## config.mk

```make
export PLATFORM = sky130hd
export DESIGN_NAME = pc_unit
export DESIGN_NICKNAME = d
export VERILOG_FILES = /design/src/rtl/pc_pkg.sv /design/src/rtl/pc_stack.sv /design/src/rtl/pc_unit.sv
export SDC_FILE = /design/constraint.sdc
export NUM_CORES = 1
export LEC_CHECK = 0
export ABC_AREA = 1
export BUFFER_PORTS_ARGS = -buffer_cell sky130_fd_sc_hd__buf_4
export CELL_PAD_IN_SITES_DETAIL_PLACEMENT = 2
export CELL_PAD_IN_SITES_GLOBAL_PLACEMENT = 2
export CORE_MARGIN = 2
export CORE_UTILIZATION = 36
export CTS_BUF_LIST = sky130_fd_sc_hd__clkbuf_8 sky130_fd_sc_hd__clkbuf_16
export CTS_CLUSTER_DIAMETER = 30
export DETAILED_ROUTE_END_ITERATION = 7
export PLACE_DENSITY_LB_ADDON = 0.1
export SETUP_SLACK_MARGIN = 0.4
export SLEW_MARGIN = 20
export SYNTH_ARGS = -nofsm -noshare
export SYNTH_HDL_FRONTEND = slang
export SYNTH_SLANG_ARGS = --single-unit
```

## constraint.sdc

```tcl
create_clock -name clk -period 3.03 [get_ports clk]
set_input_delay 0.606 -clock clk [delete_from_list [all_inputs] [get_ports clk]]
set_output_delay 0.606 -clock clk [all_outputs]
set_load 0.02 [all_outputs]
```

## src/rtl/pc_pkg.sv

```systemverilog
// Shared definitions for the program-counter unit: op encodings and op type.
package pc_pkg;

  typedef logic [2:0] pc_op_t;

  localparam pc_op_t PC_INC    = 3'd0;
  localparam pc_op_t PC_LOAD   = 3'd1;
  localparam pc_op_t PC_BRANCH = 3'd2;
  localparam pc_op_t PC_CALL   = 3'd3;
  localparam pc_op_t PC_RET    = 3'd4;
  localparam pc_op_t PC_HOLD   = 3'd5;

endpackage

```

## src/rtl/pc_stack.sv

```systemverilog
// Return-address LIFO. Flop storage, occupancy counter and full/empty decode.
// The caller guarantees push and pop are never requested on the same edge.
module pc_stack #(
  parameter int ADDR_W      = 10,
  parameter int STACK_DEPTH = 8,
  parameter int SP_W        = $clog2(STACK_DEPTH + 1)
) (
  input  logic              clk,
  input  logic              reset,
  input  logic              push,
  input  logic              pop,
  input  logic [ADDR_W-1:0] din,
  output logic [ADDR_W-1:0] top,
  output logic [SP_W-1:0]   sp,
  output logic              full,
  output logic              empty
);

  localparam int IDX_W = (STACK_DEPTH > 1) ? $clog2(STACK_DEPTH) : 1;

  logic [ADDR_W-1:0] mem [STACK_DEPTH];
  logic [SP_W-1:0]   sp_m1;
  logic [IDX_W-1:0]  wr_idx;
  logic [IDX_W-1:0]  rd_idx;

  assign sp_m1  = sp - SP_W'(1);
  assign wr_idx = sp[IDX_W-1:0];
  assign rd_idx = sp_m1[IDX_W-1:0];
  assign full   = (sp == SP_W'(STACK_DEPTH));
  assign empty  = (sp == '0);
  // Reading while empty would index past the array for non power-of-two depths.
  assign top    = empty ? '0 : mem[rd_idx];

  // Occupancy counter; guarded so it never leaves 0..STACK_DEPTH.
  always_ff @(posedge clk or negedge reset) begin
    if (!reset)               sp <= '0;
    else if (push && !full)   sp <= sp + SP_W'(1);
    else if (pop  && !empty)  sp <= sp_m1;
  end

  // Entry storage is left unreset; sp alone defines which entries are live.
  always_ff @(posedge clk) begin
    if (push && !full) mem[wr_idx] <= din;
  end

endmodule

```

## src/rtl/pc_unit.sv

```systemverilog
// Program counter with increment, absolute load, PC-relative branch and a
// call/return stack with sticky overflow/underflow flags.
module pc_unit
  import pc_pkg::*;
#(
  parameter int                ADDR_W      = 10,
  parameter int                DISP_W      = 8,
  parameter int                STACK_DEPTH = 8,
  parameter logic [ADDR_W-1:0] RESET_ADDR  = '0
) (
  input  logic                               clk,
  input  logic                               reset,
  input  logic                               pc_en,
  input  pc_op_t                             pc_op,
  input  logic [ADDR_W-1:0]                  target,
  input  logic [DISP_W-1:0]                  disp,
  input  logic                               err_clr,
  output logic [ADDR_W-1:0]                  pc_out,
  output logic [$clog2(STACK_DEPTH+1)-1:0]   sp,
  output logic                               stack_empty,
  output logic                               stack_full,
  output logic                               err_ovf,
  output logic                               err_unf
);

  logic [ADDR_W-1:0] pc_plus1;
  logic [ADDR_W-1:0] pc_branch;
  logic [ADDR_W-1:0] pc_nxt;
  logic [ADDR_W-1:0] stk_top;
  logic              is_call, is_ret;
  logic              push, pop, ovf_evt, unf_evt;

  assign pc_plus1  = pc_out + ADDR_W'(1);
  // Signed size cast sign-extends the displacement; the add wraps mod 2^ADDR_W.
  assign pc_branch = pc_out + ADDR_W'($signed(disp));

  assign is_call = pc_en && (pc_op == PC_CALL);
  assign is_ret  = pc_en && (pc_op == PC_RET);
  assign push    = is_call && !stack_full;
  assign pop     = is_ret  && !stack_empty;
  assign ovf_evt = is_call &&  stack_full;
  assign unf_evt = is_ret  &&  stack_empty;

  pc_stack #(
    .ADDR_W      (ADDR_W),
    .STACK_DEPTH (STACK_DEPTH)
  ) u_stack (
    .clk   (clk),
    .reset (reset),
    .push  (push),
    .pop   (pop),
    .din   (pc_plus1),
    .top   (stk_top),
    .sp    (sp),
    .full  (stack_full),
    .empty (stack_empty)
  );

  // Next-PC select; failed CALL/RET fall through to PC+1, reserved ops hold.
  always_comb begin
    pc_nxt = pc_out;
    if (pc_en) begin
      case (pc_op)
        PC_INC:    pc_nxt = pc_plus1;
        PC_LOAD:   pc_nxt = target;
        PC_BRANCH: pc_nxt = pc_branch;
        PC_CALL:   pc_nxt = stack_full  ? pc_plus1 : target;
        PC_RET:    pc_nxt = stack_empty ? pc_plus1 : stk_top;
        default:   pc_nxt = pc_out;
      endcase
    end
  end

  // PC register.
  always_ff @(posedge clk or negedge reset) begin
    if (!reset) pc_out <= RESET_ADDR;
    else        pc_out <= pc_nxt;
  end

  // Sticky error flags; a new event on the clearing edge keeps the flag set.
  always_ff @(posedge clk or negedge reset) begin
    if (!reset) begin
      err_ovf <= 1'b0;
      err_unf <= 1'b0;
    end else begin
      err_ovf <= ovf_evt || (err_ovf && !err_clr);
      err_unf <= unf_evt || (err_unf && !err_clr);
    end
  end

endmodule

```

==> flow_summary.toml <==
[clocking]
cts_resized = 0
cts_hold_buffers = 0
clk_pin_slew_ps = 70
cts_made_buffers = 9
cts-root-buf = "clkbuf_16"
cts_setup_buffers = 0
cts.sinks = 96
clk_path_buf_depth = 2
insertion_delay_ps = 350
htree_levels = 3
cts_tree = "yes"

[power]
power_leakage_nw = 2.36
power_density_mw_per_mm2 = 979
switching_power_mw = 2.52
p_int_mw = 3.11
pwr-share-comb_pct = 46.6
swShare_pct = 44.8
ir_drop_mv = 0.347
p_clk_share_pct = 20.1
pwr-share-seq_pct = 33.3

[final_layout]
multi_input_area_mm2 = 0.00181
finalNetCount = 616
syn_to_final_growth_pct = 17.1
n_antenna_cell = 0
regArea_mm2 = 0.00280
fillCellCount = 1479
layout-drive-gt1-share_pct = 15.8

[logic_synthesis]
ys.flop_type = "edfxtp_1"
synth_area_per_cell_um2 = 9.32
synth_top_area_share_pct = 48.9
yosysSeqAreaShare_pct = 57.1
synth.area.top_cells = "edfxtp_1, nand2_1, dfrtp_1, nor2_1, nand3_1"
synth_cell_types = 38
yosysMostFrequentCell = "nand2_1"
yosysTopAreaCell = "edfxtp_1"
synth_seq_cells = 96
synthCells = 527
ys_async_sr_fraction_pct = 16.7
synth_nets = 565
synth.top_cells.by_count = "nand2_1, edfxtp_1, nor2_1"
netlist_area_mm2 = 0.00491
ys_warn_count = 0
synth_edf_count = 80

[timing]
fin_tns_setup_ps = 0
max_freq_mhz = 397
maxSlewHeadroom_pct = 41.4
layout_setup_ws_ps = 512
setup_viol = 0
finalCritPeriodShare_pct = 83.1
worstMarginPinSlew_ps = 875
hold_viol_final = 0
rsz0062_at_grt = "false"
fin_crit_ps = 2520
final.setup_skew_ps = 13.0
slew_violations = 0

[critical_path]
max_stage_delay_ps = 440
rr_startpoint = "u_stack.sp[1]$_DFFE_PN0P_"
crit_fanout = 7
worstSetupStartpointType = "flip-flop"
reg2reg_depth = 8
path_cells = "inv_1, ha_1, nand3_2, inv_1, buf_4"
reg2reg_setup_slack_ps = 620
r2r_end = "u_stack.mem[2][7]$_DFFE_PP_"
crit_slowest_cell = "dfrtp_1"
required_ps = 2420
endpoint = "stack_empty"
end_kind = "output port"
cp_common_cell = "inv_1"
crit_type = "reg2out"
startpoint = "u_stack.sp[1]$_DFFE_PN0P_"
cp_data_arrival_time_ps = 1910

[floorplanning]
start_util_pct = 36.9
core_area_mm2 = 0.0133
fp-row-count = 42
fp.dieW_um = 121
io_pins = 43
die_y_um = 121
dieArea_mm2 = 0.0146

[routing]
drt_iter0_drc = 265
drc = 0
vias_per_cell = 5.34
vias = 4055
first_pass_iters = 4
avgRoutedWirePerCell_um = 22.3
final_antenna_net_count = 0
totalWireLength_mm = 16.9

[worst_hold_path]
min_path_type = "in2async"

[global_route]
grt.total_usage_pct = 24.8
grt_pass1_wl_mm = 26.4
grt.overflow.total = 0
grt_pass1_vias = 4482
antenna_found_initial = 0
grt_max_degree = 45

[job]
cap_violations = 0

[run_status]
status = "completed"

[placement]
dp_hpwl_mm = 12.0
place_ws_ps = 619
io_buffers = 42
gp_congestion = 0.863
worst min-delay path by stage:
stage / slack (ps) / start / endpoint / cells after the start
after floorplan: 310 / reset / err_ovf$_DFF_PN0_ / 0
after global placement: 500 / reset / err_ovf$_DFF_PN0_ / 1
after detailed placement: 500 / reset / u_stack.sp[3]$_DFFE_PN0P_ / 1
after CTS: 130 / reset / u_stack.sp[3]$_DFFE_PN0P_ / 1
after global routing: 130 / reset / err_ovf$_DFF_PN0_ / 1
final: 130 / reset / u_stack.sp[3]$_DFFE_PN0P_ / 1
metal layers:
layer  wire length (um)  GRT usage (%)  vias up
met1               7040           30.3     2040
met4                527           10.3        0
met2               8750           43.8       96
met3                588           3.68       28
met5                  0              0        -
li1                   -              -     1891
state kept, by name, summed over array words and instances (netlist names):
name and cells:
u_stack.sp 4, pc_out 10, err_ovf 1, err_unf 1, u_stack.mem 80
critical path: cells and delay by family (launching register included):
family | cells | cell delay [ps]
and+or+nand+nor | 1 | 220
DFF | 1 | 440
adders and majority gates | 1 | 340
buffers and inverters | 3 | 560
cell families after synthesis:
group	Yosys count	synth area share [%]
adder cells (fa/ha/maj)	13	3.47
flip-flops	96	57.1
XOR/XNOR	9	1.61
AO/OA/AOI/OAI	74	8.61
AND/OR/NAND/NOR	268	23.2
buffers and inverters	67	5.99
final cells by class:
class | count | share of cell area [%]
Clock buffer | 9 | 3.92
Clock inverter | 7 | 1.09
Inverter | 49 | 3.29
Multi-Input combinational cell | 364 | 31.5
Sequential cell | 96 | 48.8
Tap cell | 176 | 3.83
Timing Repair Buffer | 58 | 7.58
power groups by stage:
| stage | logic (mW) | registers (mW) | clock network [mW] |
|---|---|---|---|
| after global routing | 2.91 | 1.90 | 1.19 |
| after CTS | 2.65 | 1.88 | 1.15 |
| after detailed placement | 2.60 | 1.90 | 0 |
| after global placement | 2.44 | 1.89 | 0 |
| after floorplan | 1.59 | 1.92 | 0 |
| final | 2.62 | 1.88 | 1.13 |
stage by stage:
stage	utilization, %	hold WS [ps]	area (um2)	total power [mW]	cells
after global routing	43.2	132	5750	6.00	759
after detailed placement	41.1	496	5460	4.50	743
after floorplan	-	310	4910	3.51	527
after global placement	41.1	496	5460	4.33	743
final	43.2	125	5750	5.63	759
after CTS	43.2	126	5750	5.68	759
cell usage in the layout, fill, tap and decap left out, types with 9 or more instances in the layout:
| cell | n |
|---|---|
| dfrtp_1 | 16 |
| nor2_1 | 68 |
| a21oi_1 | 19 |
| ha_1 | 12 |
| o21ai_0 | 31 |
| buf_4 | 58 |
| inv_1 | 41 |
| clkbuf_16 | 9 |
| nand3_1 | 49 |
| edfxtp_1 | 80 |
| nand2_1 | 123 |
Power figures use the tool's default switching activity.
